**src/rtl/delay_meas_pkg.sv**
```systemverilog
`default_nettype none
// ============================================================================
//  Module      : delay_meas_pkg
//  Description : Shared types and helpers for the multi-channel delay
//                measurement block: channel state encoding, the readout
//                result record and the channel-index width helper.
//  Revision    : 1.0 - initial release
// ============================================================================
package delay_meas_pkg;

    // Channel life cycle: wait for start, count, hold result until granted.
    typedef enum logic [1:0] {
        CH_IDLE  = 2'd0,
        CH_ARMED = 2'd1,
        CH_DONE  = 2'd2
    } chan_state_e;

    // Widest result record the readout path has to carry (16 channels,
    // 32-bit counts). Narrower instances zero-extend into it.
    localparam int RES_CH_W_MAX  = 4;
    localparam int RES_CNT_W_MAX = 32;

    typedef struct packed {
        logic [RES_CH_W_MAX-1:0]  ch;
        logic [RES_CNT_W_MAX-1:0] count;
        logic                     timeout;
    } res_s;

    // Channel-index width; a single channel still needs one bit.
    function automatic int CH_W(input int n);
        return (n <= 1) ? 1 : $clog2(n);
    endfunction

endpackage
`default_nettype wire

```
**src/rtl/delay_meas_chan.sv**
```systemverilog
`default_nettype none
// ============================================================================
//  Module      : delay_meas_chan
//  Description : One measurement channel. Synchronises the asynchronous
//                start/end strobes, picks the configured edge polarity and
//                counts clk cycles from the start event to the end event
//                (or to the timeout). Holds the result until granted.
//  Ports       : clk, rst        - clock, async active-high reset
//                t_start, t_end  - async strobes
//                start_fall/end_fall - 1 selects falling edge as the event
//                grant           - arbiter takes the held result this cycle
//                drop_clr        - clears the sticky overrun flag
//                done/count/timeout - held result
//                drop            - sticky overrun flag
//  Revision    : 1.0 - initial release
// ============================================================================
module delay_meas_chan
    import delay_meas_pkg::*;
#(
    parameter int CNT_W       = 16,
    parameter int SYNC_STAGES = 2,
    parameter int TIMEOUT     = 16'hFFFF
) (
    input  logic             clk,
    input  logic             rst,
    input  logic             t_start,
    input  logic             t_end,
    input  logic             start_fall,
    input  logic             end_fall,
    input  logic             grant,
    input  logic             drop_clr,
    output logic             done,
    output logic [CNT_W-1:0] count,
    output logic             timeout,
    output logic             drop
);

    localparam logic [CNT_W-1:0] C_TIMEOUT = CNT_W'(TIMEOUT);

    logic [SYNC_STAGES-1:0] r_start_sync;
    logic [SYNC_STAGES-1:0] r_end_sync;
    logic                   r_start_prev;
    logic                   r_end_prev;
    logic                   w_start_lvl;
    logic                   w_end_lvl;
    logic                   w_start_ev;
    logic                   w_end_ev;

    chan_state_e            r_state;
    logic [CNT_W-1:0]       r_cnt;
    logic [CNT_W-1:0]       w_cnt_inc;
    logic                   r_timeout;
    logic                   r_drop;
    logic                   w_overrun;

    // Both strobes pass through identical synchroniser + edge stages, so
    // their latency cancels out of the measured interval. Everything resets
    // to 0, which also primes the edge detector: no event can appear in the
    // first cycle after reset.
    always_ff @(posedge clk or posedge rst) begin
        if (rst) begin
            r_start_sync <= '0;
            r_end_sync   <= '0;
            r_start_prev <= 1'b0;
            r_end_prev   <= 1'b0;
        end else begin
            r_start_sync <= {r_start_sync[SYNC_STAGES-2:0], t_start};
            r_end_sync   <= {r_end_sync[SYNC_STAGES-2:0], t_end};
            r_start_prev <= w_start_lvl;
            r_end_prev   <= w_end_lvl;
        end
    end

    assign w_start_lvl = r_start_sync[SYNC_STAGES-1];
    assign w_end_lvl   = r_end_sync[SYNC_STAGES-1];

    assign w_start_ev = start_fall ? (~w_start_lvl & r_start_prev)
                                   : (w_start_lvl & ~r_start_prev);
    assign w_end_ev   = end_fall   ? (~w_end_lvl & r_end_prev)
                                   : (w_end_lvl & ~r_end_prev);

    assign w_cnt_inc = r_cnt + CNT_W'(1);

    // The counter itself becomes the result: on both the end event and the
    // timeout the stored value is cnt+1 (on timeout that equals TIMEOUT), so
    // no separate result register is needed. An end event in the timeout
    // cycle wins and reports a real measurement.
    always_ff @(posedge clk or posedge rst) begin
        if (rst) begin
            r_state   <= CH_IDLE;
            r_cnt     <= '0;
            r_timeout <= 1'b0;
        end else begin
            case (r_state)
                CH_IDLE: begin
                    if (w_start_ev) begin
                        r_state   <= CH_ARMED;
                        r_cnt     <= '0;
                        r_timeout <= 1'b0;
                    end
                end
                CH_ARMED: begin
                    r_cnt <= w_cnt_inc;
                    if (w_end_ev) begin
                        r_state   <= CH_DONE;
                        r_timeout <= 1'b0;
                    end else if (w_cnt_inc == C_TIMEOUT) begin
                        r_state   <= CH_DONE;
                        r_timeout <= 1'b1;
                    end
                end
                CH_DONE: begin
                    if (grant) begin
                        r_state <= CH_IDLE;
                    end
                end
                default: begin
                    r_state <= CH_IDLE;
                end
            endcase
        end
    end

    // A start arriving while a result is still held (grant cycle included)
    // is lost; flag it. Setting takes priority over a simultaneous clear.
    assign w_overrun = w_start_ev && (r_state == CH_DONE);

    always_ff @(posedge clk or posedge rst) begin
        if (rst) begin
            r_drop <= 1'b0;
        end else if (w_overrun) begin
            r_drop <= 1'b1;
        end else if (drop_clr) begin
            r_drop <= 1'b0;
        end
    end

    assign done    = (r_state == CH_DONE);
    assign count   = r_cnt;
    assign timeout = r_timeout;
    assign drop    = r_drop;

endmodule
`default_nettype wire

```
**src/rtl/delay_meas_multi.sv**
```systemverilog
`default_nettype none
// ============================================================================
//  Module      : delay_meas_multi
//  Description : N_CH-channel elapsed-time measurement. Each channel counts
//                clk cycles between selectable edges of its start and end
//                strobes; finished results are merged by a round-robin
//                arbiter into a single valid/ready result port.
//  Ports       : clk, rst                  - clock, async active-high reset
//                t_start, t_end [N_CH]     - async strobes per channel
//                start_fall, end_fall      - per-channel edge polarity
//                res_valid/res_ready       - result handshake
//                res_ch, res_count, res_timeout - result fields
//                drop [N_CH], drop_clr     - sticky overrun flags and clear
//  Revision    : 1.0 - initial release
// ============================================================================
module delay_meas_multi
    import delay_meas_pkg::*;
#(
    parameter int N_CH        = 4,
    parameter int CNT_W       = 16,
    parameter int SYNC_STAGES = 2,
    parameter int TIMEOUT     = 16'hFFFF
) (
    input  logic                   clk,
    input  logic                   rst,
    input  logic [N_CH-1:0]        t_start,
    input  logic [N_CH-1:0]        t_end,
    input  logic [N_CH-1:0]        start_fall,
    input  logic [N_CH-1:0]        end_fall,
    output logic                   res_valid,
    input  logic                   res_ready,
    output logic [CH_W(N_CH)-1:0]  res_ch,
    output logic [CNT_W-1:0]       res_count,
    output logic                   res_timeout,
    output logic [N_CH-1:0]        drop,
    input  logic                   drop_clr
);

    localparam int CHW = CH_W(N_CH);

    logic [N_CH-1:0]  w_done;
    logic [N_CH-1:0]  w_tmo;
    logic [N_CH-1:0]  w_grant;
    logic [CNT_W-1:0] w_cnt [N_CH];

    generate
        for (genvar g = 0; g < N_CH; g++) begin : g_chan
            delay_meas_chan #(
                .CNT_W       (CNT_W),
                .SYNC_STAGES (SYNC_STAGES),
                .TIMEOUT     (TIMEOUT)
            ) u_chan (
                .clk        (clk),
                .rst        (rst),
                .t_start    (t_start[g]),
                .t_end      (t_end[g]),
                .start_fall (start_fall[g]),
                .end_fall   (end_fall[g]),
                .grant      (w_grant[g]),
                .drop_clr   (drop_clr),
                .done       (w_done[g]),
                .count      (w_cnt[g]),
                .timeout    (w_tmo[g]),
                .drop       (drop[g])
            );
        end
    endgenerate

    logic             r_valid;
    logic [CHW-1:0]   r_ch;
    logic [CNT_W-1:0] r_count;
    logic             r_tmo;
    logic [CHW-1:0]   r_last;
    logic [CHW-1:0]   w_pick;
    logic             w_found;
    logic             w_load;

    // Output register is free when empty or being emptied this cycle, which
    // allows one transfer per cycle.
    assign w_load = ~r_valid | res_ready;

    // Round-robin search starting one past the last granted channel.
    always_comb begin : p_rr_pick
        logic [CHW:0] idx;
        w_found = 1'b0;
        w_pick  = '0;
        idx     = '0;
        for (int i = 1; i <= N_CH; i++) begin
            idx = {1'b0, r_last} + (CHW+1)'(i);
            if (idx >= (CHW+1)'(N_CH)) begin
                idx = idx - (CHW+1)'(N_CH);
            end
            if (!w_found && w_done[idx[CHW-1:0]]) begin
                w_found = 1'b1;
                w_pick  = idx[CHW-1:0];
            end
        end
    end

    // The grant releases the channel; it leaves DONE on the next edge, in
    // step with its result landing in the output register.
    always_comb begin
        w_grant = '0;
        if (w_load && w_found) begin
            w_grant[w_pick] = 1'b1;
        end
    end

    // r_last resets to the highest index so that channel 0 has first
    // priority after reset.
    always_ff @(posedge clk or posedge rst) begin
        if (rst) begin
            r_valid <= 1'b0;
            r_ch    <= '0;
            r_count <= '0;
            r_tmo   <= 1'b0;
            r_last  <= CHW'(N_CH - 1);
        end else if (w_load) begin
            r_valid <= w_found;
            if (w_found) begin
                r_ch    <= w_pick;
                r_count <= w_cnt[w_pick];
                r_tmo   <= w_tmo[w_pick];
                r_last  <= w_pick;
            end
        end
    end

    assign res_valid   = r_valid;
    assign res_ch      = r_ch;
    assign res_count   = r_count;
    assign res_timeout = r_tmo;

endmodule
`default_nettype wire
```
**config.mk**
```make
export PLATFORM = sky130hd
export DESIGN_NAME = delay_meas_multi
export DESIGN_NICKNAME = d
export VERILOG_FILES = /design/src/rtl/delay_meas_pkg.sv /design/src/rtl/delay_meas_chan.sv /design/src/rtl/delay_meas_multi.sv
export SDC_FILE = /design/constraint.sdc
export NUM_CORES = 1
export LEC_CHECK = 0
export BUFFER_PORTS_ARGS = -buffer_cell sky130_fd_sc_hd__buf_2
export CAP_MARGIN = 20
export CORE_ASPECT_RATIO = 1.75
export CORE_MARGIN = 4
export CORE_UTILIZATION = 30
export DETAILED_ROUTE_END_ITERATION = 10
export PLACE_DENSITY_LB_ADDON = 0.2
export SYNTH_ARGS = -nofsm -noshare
export SYNTH_HDL_FRONTEND = slang
export SYNTH_SLANG_ARGS = --single-unit
```
**constraint.sdc**
```tcl
create_clock -name clk -period 3.7 [get_ports clk]
set_clock_uncertainty 0.1 [all_clocks]
set_input_delay 0.37 -clock clk [delete_from_list [all_inputs] [get_ports clk]]
set_output_delay 0.37 -clock clk [all_outputs]
set_load 0.005 [all_outputs]
```
==> results of run 1 <==
-- cells in the final DEF (no fill, tap or decap), types with 3 or more instances in the layout --
cell | synthesis | final
and3_1 | 8 | 8
nor2b_1 | 6 | 6
and2_1 | 4 | 4
inv_1 | 19 | 18
buf_4 | 8 | 3
nand3_1 | 23 | 23
nand2b_1 | 12 | 12
nor3_1 | 6 | 6
o31ai_1 | 13 | 13
xnor2_1 | 16 | 16
o22ai_1 | 6 | 6
buf_2 | 15 | 43
o21ai_0 | 73 | 73
o211ai_1 | 3 | 3
ha_1 | 8 | 8
nor4_1 | 6 | 6
inv_6 | 0 | 5
nor2_1 | 53 | 53
clkbuf_16 | 0 | 17
nand4_1 | 19 | 19
and4_1 | 4 | 4
o2bb2ai_1 | 3 | 3
dlygate4sd3_1 | 0 | 8
dfrtp_1 | 124 | 124
o32ai_1 | 3 | 3
nand3b_1 | 5 | 5
o21ai_1 | 23 | 23
a21o_1 | 6 | 6
nand2_1 | 94 | 94
a21oi_1 | 26 | 26
xor2_1 | 7 | 7
a211oi_1 | 3 | 3
nor4_2 | 3 | 3
a31oi_1 | 14 | 14
clkinvlp_4 | 0 | 6
o41ai_1 | 5 | 5
mux2i_1 | 36 | 36
o221ai_1 | 17 | 17
-- final cells by class --
type	count	area (um^2)	area share, %
Clock buffer	18	439	5.62
Clock inverter	14	109	1.39
Inverter	19	75.1	0.962
Multi-Input combinational cell	539	3320	42.5
Sequential cell	126	3160	40.4
Tap cell	296	370	4.74
Timing Repair Buffer	55	338	4.33
-- kinds of logic (layout without fill, tap and decap cells) --
family | count (synthesis) | count (layout) | synth area share (%)
AND/OR/NAND/NOR | 265 | 265 | 20.3
AO/OA/AOI/OAI | 207 | 207 | 18.8
multiplexers | 36 | 36 | 5.29
adder cells (fa/ha/maj) | 8 | 8 | 1.47
flip-flops | 126 | 126 | 46.3
XOR/XNOR | 23 | 23 | 2.96
buffers and inverters | 70 | 106 | 4.91
-- worst register-to-register path, stage by stage (launching register included) --
cell	delay, ns
dfrtp_1	0.45
and2b_1	0.24
nor4_1	0.34
nand2b_1	0.15
buf_4	0.26
or2_1	0.61
o221ai_1	0.23
-- registers in the layout (all words and copies together) (netlist names) --
name / count
res_valid: 1
r_last: 2
g_chan.u_chan.r_end_prev: 4
g_chan.u_chan.drop: 4
g_chan.u_chan.r_end_sync: 8
g_chan.u_chan.r_state: 8
res_timeout: 1
g_chan.u_chan.r_start_prev: 4
g_chan.u_chan.r_start_sync: 8
g_chan.u_chan.count: 64
g_chan.u_chan.timeout: 4
res_count: 16
res_ch: 2
-- worst paths after layout --
| path | start | endpoint | depth (start not counted) |
|---|---|---|---|
| max | g_chan[0].u_chan.r_state[1]$_DFFE_PP0P_ | res_count[0]$_DFFE_PP0P_ | 6 |
| min | rst | g_chan[2].u_chan.r_end_sync[0]$_DFF_PP0_ | 3 |
| max reg2reg | g_chan[0].u_chan.r_state[1]$_DFFE_PP0P_ | res_count[0]$_DFFE_PP0P_ | 6 |
| min reg2reg | g_chan[3].u_chan.r_start_sync[0]$_DFF_PP0_ | g_chan[3].u_chan.r_start_sync[1]$_DFF_PP0_ | 0 |
| max in group asynchronous | rst | g_chan[0].u_chan.count[4]$_DFFE_PP0P_ | 3 |
| min in group clk | drop_clr | g_chan[3].u_chan.drop$_DFFE_PP0P_ | 2 |
-- power by group --
group / internal [uW] / switching (uW)
registers: 1610 / 359
clock network: 883 / 668
logic: 641 / 1160
-- what timing repair did --
| action | CTS | global route |
|---|---|---|
| endpoints found under the setup margin | 0 | 0 |
| hold endpoints to repair | 8 | 0 |
| hold buffers | 8 | 0 |
-- layer usage --
layer / track usage, % / up-vias / part of all wire [%]
li1: - / 2699 / -
met1: 17.6 / 2771 / 38
met2: 30.4 / 119 / 56
met3: 2.56 / 43 / 2.3
met4: 7.70 / 0 / 3.5
met5: 0 / - / 0
-- metrics by stage --
step,utilization [%],worst slack [ns],hold slack [ns]
2_1_floorplan,-,1.67,0.231
3_3_place_gp,32.3,1.19,0.232
3_5_place_dp,32.3,1.16,0.236
4_1_cts,35.1,1.15,0.0910
5_1_grt,35.1,0.932,0.121
6_report,35.1,1.16,0.0183
==> impl_metrics.csv, run 1 <==
group,metric,value,unit
logic_synthesis,netlist.area_leader.share,45.6,%
run,cap_viol_max_count,0,
logic_synthesis,synth.most_common_cell,"dfrtp_1",
clock_network,clock-root-buffer,"clkbuf_16",
place,io_buffer_count,43,
place,numPlacedInstances,1027,
logic_synthesis,synth.cell_area,6810,um^2
worst_setup_path,critical_path_required,3.85,ns
logic_synthesis,seq_area_frac_synth,46.3,%
sta,tightest_slew,0.821,ns
routing,post-route-drc-count,0,
logic_synthesis,primary_ff_master_synth,"dfrtp_1",
finish,n_antenna_cell,0,
logic_synthesis,synth_largest_area_cell,"dfrtp_1",
grt,pin_count_of_the_biggest_net_entering_global_routing,127,
floorplan,fp.dieArea,25300,um^2
sta,report.final.slew_viol_count,0,
clock_network,tritoncts.num_buffers,17,
logic_synthesis,synth_edf_count,0,
finish,design_area,7810,um^2
floorplan,die_height,207,um
worst_setup_path,timing.critical_path.max_delay_family,"simple AND/OR/NAND/NOR gates",
clock_network,level_count_of_the_clock_h_tree,4,
sta,setup_viol_count_final,0,
clock_network,cts_max_path_buffers,2,
routing,wl,19700,um
grt,gr-usage-all-layers,16.3,%
sta,timing.max_slew.rel_slack,45.1,%
logic_synthesis,synth_cells,735,
finish,finish.net_count,786,
logic_synthesis,synth.lib_cells_used.distinct,65,
sta,timing_hold_violations_final,0,
place,dp.final_hpwl,14400,um
logic_synthesis,postSynthNetCount,763,
sta,rsz_0062_raised_after_global_routing,"no",
sta,fin_setup_tns,0,ns
floorplan,placeable_core_region,22300,um^2
place,final_estimated_routing_congestion_in_global_placement,0.846,
routing,wl_per_cell,18.5,um
clock_network,insertion_delay,0.42,ns
worst_setup_path,crit_buf_inv,1,
logic_synthesis,synth_top_cells_by_count,"dfrtp_1, nand2_1, o21ai_0",
place,placed_area,7180,um^2
floorplan,pin_count,44,
floorplan,num_rows,72,
routing,route.detailed.vias_per_inst,5.28,
clock_network,cts_clock_pin_slew_for_the_worst_setup_and_hold_paths,0.06,ns
grt,grt_pass1_wl,32300,um
sta,layout_worst_path_cycle_share,68.7,%
worst_setup_path,critical_path_start_type,"register",
logic_synthesis,post_synth_main_area_contributors,"dfrtp_1, o21ai_0, mux2i_1",
power_and_ir_drop,power.density,681,nW/um^2
worst_setup_path,max_stage_delay,0.61,ns
logic_synthesis,synthesis.area_per_instance,9.27,um^2
finish,flow.area_growth_from_synthesis,14.6,%
clock_network,cts_resized,0,
routing,route.antenna.remaining_nets,0,
worst_setup_path,critical_path_arrival,2.70,ns
clock_network,cts_setup_buffers,0,
clock_network,cts.sinks,126,
worst_setup_path,critical_path.endpoint_type,"register",
logic_synthesis,postSynth.asyncResetShare,100,%
floorplan,die_width,122,um
logic_synthesis,synth-seq-cells,126,
finish,drive_gt1_share,13.0,%
routing,via_count,5632,
worst_setup_path,worstPathCellList,"and2b_1, nor4_1, nand2b_1, buf_4, or2_1, o221ai_1",
finish,layout.cells.non_filler,1067,
worst_setup_path,timing.critical_path.fanout_max,23,
power_and_ir_drop,power,5320,uW
power_and_ir_drop,max-vdd-ir-drop,0.358,mV
routing,1st_pass_router_iterations,5,
finish,filler_cell_count,2334,
status,result_of_the_run,"complete, no violations",
sta,fin_crit,2.54,ns
routing,initialDrtViolationCount,424,
grt,grt_pass1_vias,5837,
power_and_ir_drop,leakage,0.00333,uW
logic_synthesis,synthesis.yosys.warnings,0,
sta,fmaxAchievable,394,MHz
worst_setup_path,critical-path-slowest-cell,"or2_1",
hold_path,worstHoldPathType,"in2async",
worst_setup_path,setup.reg_to_reg.worst_slack,1.16,ns
clock_network,clock_tree_from_tritoncts,"done",
grt,number_of_antenna_violations_at_the_first_check_in_global_routing,0,
floorplan,initial_utilization,30.6,%
grt,grt.overflow.total,0,
worst_setup_path,critPathKind,"reg2reg",
(Power assumes the default switching activity.)
==> inputs of run 2 (changes only) <==
==> constraint.sdc (replaced) <==
create_clock -name clk -period 2.3 [get_ports clk]
set_clock_uncertainty 0.1 [all_clocks]
set_input_delay 0.23 -clock clk [delete_from_list [all_inputs] [get_ports clk]]
set_output_delay 0.23 -clock clk [all_outputs]
set_load 0.005 [all_outputs]
==> run 2 against run 1 <==
  * Via count rose by 4.4%
  * Register-to-register slack got worse by 1.0 ns
  * Setup slack lost 1.0 ns
  * Die area did not move
  * Total power up 84%
  * Critical path type unchanged
==> impl_metrics.csv, run 2 (same netlist as run 1, synthesis figures left out) <==
group,metric,value,unit
status,result_of_the_run,"complete, no violations",
routing,1st_pass_router_iterations,5,
worst_setup_path,reg2reg_to,"g_chan[2].u_chan.r_state[0]$_DFFE_PP0P_",
place,final_estimated_routing_congestion_in_global_placement,0.854,
clock_network,insertion_delay,0.42,ns
routing,route.antenna.remaining_nets,0,
finish,layout.cells.non_filler,1136,
grt,grt.overflow.total,0,
hold_path,worstHoldPathType,"in2reg",
place,place_worst_setup_slack,0.0830,ns
routing,wl,20800,um
grt,pin_count_of_the_biggest_net_entering_global_routing,37,
power_and_ir_drop,power,9810,uW
worst_setup_path,worstPathCellList,"ha_1, xnor2_1, or4_1, nor3_1, buf_4, a31oi_1, o21bai_1",
finish,mostFrequentLayoutCell,"dfrtp_1",
sta,tightest_slew,0.738,ns
place,numPlacedInstances,1093,
clock_network,cts_max_path_buffers,2,
floorplan,pin_count,44,
floorplan,fp.dieArea,25300,um^2
worst_setup_path,crit_buf_inv,1,
place,io_buffer_count,43,
floorplan,initial_utilization,30.6,%
power_and_ir_drop,max-vdd-ir-drop,0.533,mV
sta,fin_crit,2.17,ns
grt,grt_pass1_vias,6098,
routing,wl_per_cell,18.3,um
worst_setup_path,setup.reg_to_reg.worst_slack,0.13,ns
grt,gr-usage-all-layers,17.2,%
sta,rsz_0062_raised_after_global_routing,"no",
worst_setup_path,critical-path-slowest-cell,"or4_1",
place,dp.final_hpwl,16100,um
worst_setup_path,critical_path.endpoint_type,"register",
floorplan,placeable_core_region,22300,um^2
hold_path,min-delay-start,"start_fall[1]",
sta,fmaxAchievable,461,MHz
clock_network,cts.sinks,126,
power_and_ir_drop,power.density,1150,nW/um^2
hold_path,holdPathEnd,"g_chan[1].u_chan.drop$_DFFE_PP0P_",
clock_network,level_count_of_the_clock_h_tree,4,
worst_setup_path,timing.critical_path.max_delay_family,"simple AND/OR/NAND/NOR gates",
routing,initialDrtViolationCount,288,
finish,largest_register_ffs,64,
sta,report.final.slew_viol_count,0,
worst_setup_path,critical_path_required,2.49,ns
hold_path,worst_hold_path.num_cells,3,
sta,timing_hold_violations_final,0,
clock_network,clock-root-buffer,"clkbuf_16",
finish,finish.net_count,855,
worst_setup_path,timing.critical_path.fanout_max,8,
routing,post-route-drc-count,0,
floorplan,die_width,122,um
sta,postLayoutSetupSlackWorst,0.130,ns
worst_setup_path,rr_startpoint,"g_chan[2].u_chan.count[0]$_DFFE_PP0P_",
routing,via_count,5880,
finish,multi_input_area,3320,um^2
power_and_ir_drop,leakage,0.00377,uW
worst_setup_path,max_stage_delay,0.46,ns
sta,fin_setup_tns,0,ns
finish,layout_common_cells,"dfrtp_1, nand2_1, o21ai_0",
finish,filler_cell_count,2258,
clock_network,cts_setup_buffers,0,
finish,layout.core_utilization,38.3,%
sta,layout_worst_path_cycle_share,94.4,%
floorplan,num_rows,72,
routing,route.detailed.vias_per_inst,5.18,
grt,grt_pass1_wl,33400,um
finish,drive_gt1_share,20.0,%
run,cap_viol_max_count,0,
sta,setup_viol_count_final,0,
worst_setup_path,critical_path_start_type,"register",
sta,timing.max_slew.rel_slack,50.8,%
grt,number_of_antenna_violations_at_the_first_check_in_global_routing,0,
worst_setup_path,crit_path_start,"g_chan[2].u_chan.count[0]$_DFFE_PP0P_",
clock_network,tritoncts.num_buffers,17,
finish,flow.area_growth_from_synthesis,25.0,%
worst_setup_path,critPathKind,"reg2reg",
clock_network,clock_tree_from_tritoncts,"done",
floorplan,die_height,207,um
worst_setup_path,critical_path_arrival,2.36,ns
finish,register_area,3160,um^2
finish,n_antenna_cell,0,
worst_setup_path,reg2reg_depth,7,
clock_network,cts_clock_pin_slew_for_the_worst_setup_and_hold_paths,0.06,ns
-- run 2: changes by cell type in the layout (fill, tap and decap cells not counted), sizes merged --
cell / change
bufinv: +6
buf: +66
dlygate4sd3: +3
clkinvlp: -3
clkbuf: +1
inv: -4
-- run 2: worst max-delay path by stage --
stage	to	slack, ns	depth (start not counted)
after floorplan	g_chan[2].u_chan.r_state[0]$_DFFE_PP0P_	0.27	7
after global placement	g_chan[2].u_chan.r_state[0]$_DFFE_PP0P_	0.12	7
after detailed placement	g_chan[2].u_chan.r_state[0]$_DFFE_PP0P_	0.08	7
after CTS	g_chan[2].u_chan.r_state[0]$_DFFE_PP0P_	0.09	7
after global routing	g_chan[2].u_chan.r_state[0]$_DFFE_PP0P_	0.004	7
final	g_chan[2].u_chan.r_state[0]$_DFFE_PP0P_	0.13	7
-- run 2: timing repair --
action                                  4_1_cts  5_1_grt
endpoints found under the hold margin        31        0
resized for setup                             0        2
endpoints found under the setup margin        0        2
hold buffers                                 11        0
-- run 2: report_power, final --
group          switching [uW]  internal (uW)  total (uW)
combinational            2230           1450        3680
clock                    1040           2100        3140
sequential                385           2600        2980
total                    3660           6150        9810
-- run 2: layout make-up --
class | count | area share (%)
Multi-Input combinational cell | 539 | 39.0
Sequential cell | 126 | 37.1
Timing Repair Buffer | 124 | 10.6
Clock buffer | 19 | 5.32
Tap cell | 296 | 4.35
Clock inverter | 13 | 2.76
Inverter | 19 | 0.882
-- run 2: routing by layer --
metal	vias up	track usage (%)	part of all wire, %
li1	2847	-	-
met3	49	2.92	2.8
met1	2867	16.9	36
met2	117	33.2	57
met4	0	9.09	4.3
met5	-	0	0
-- run 2: worst reg2reg max path, cell delays in order (launching register included) --
cell and delay, ns:
dfrtp_2 0.45, ha_1 0.26, xnor2_1 0.13, or4_1 0.46
nor3_1 0.19, buf_4 0.15, a31oi_1 0.12, o21bai_1 0.18
-- run 2: stage by stage --
stage | cell area, um^2 | hold slack [ns]
finish | 8510 | 0.0569
global route | 8510 | 0.0951
CTS | 8510 | 0.0472
detailed placement | 7710 | 0.219
global placement | 7710 | 0.221
floorplan | 6810 | 0.161
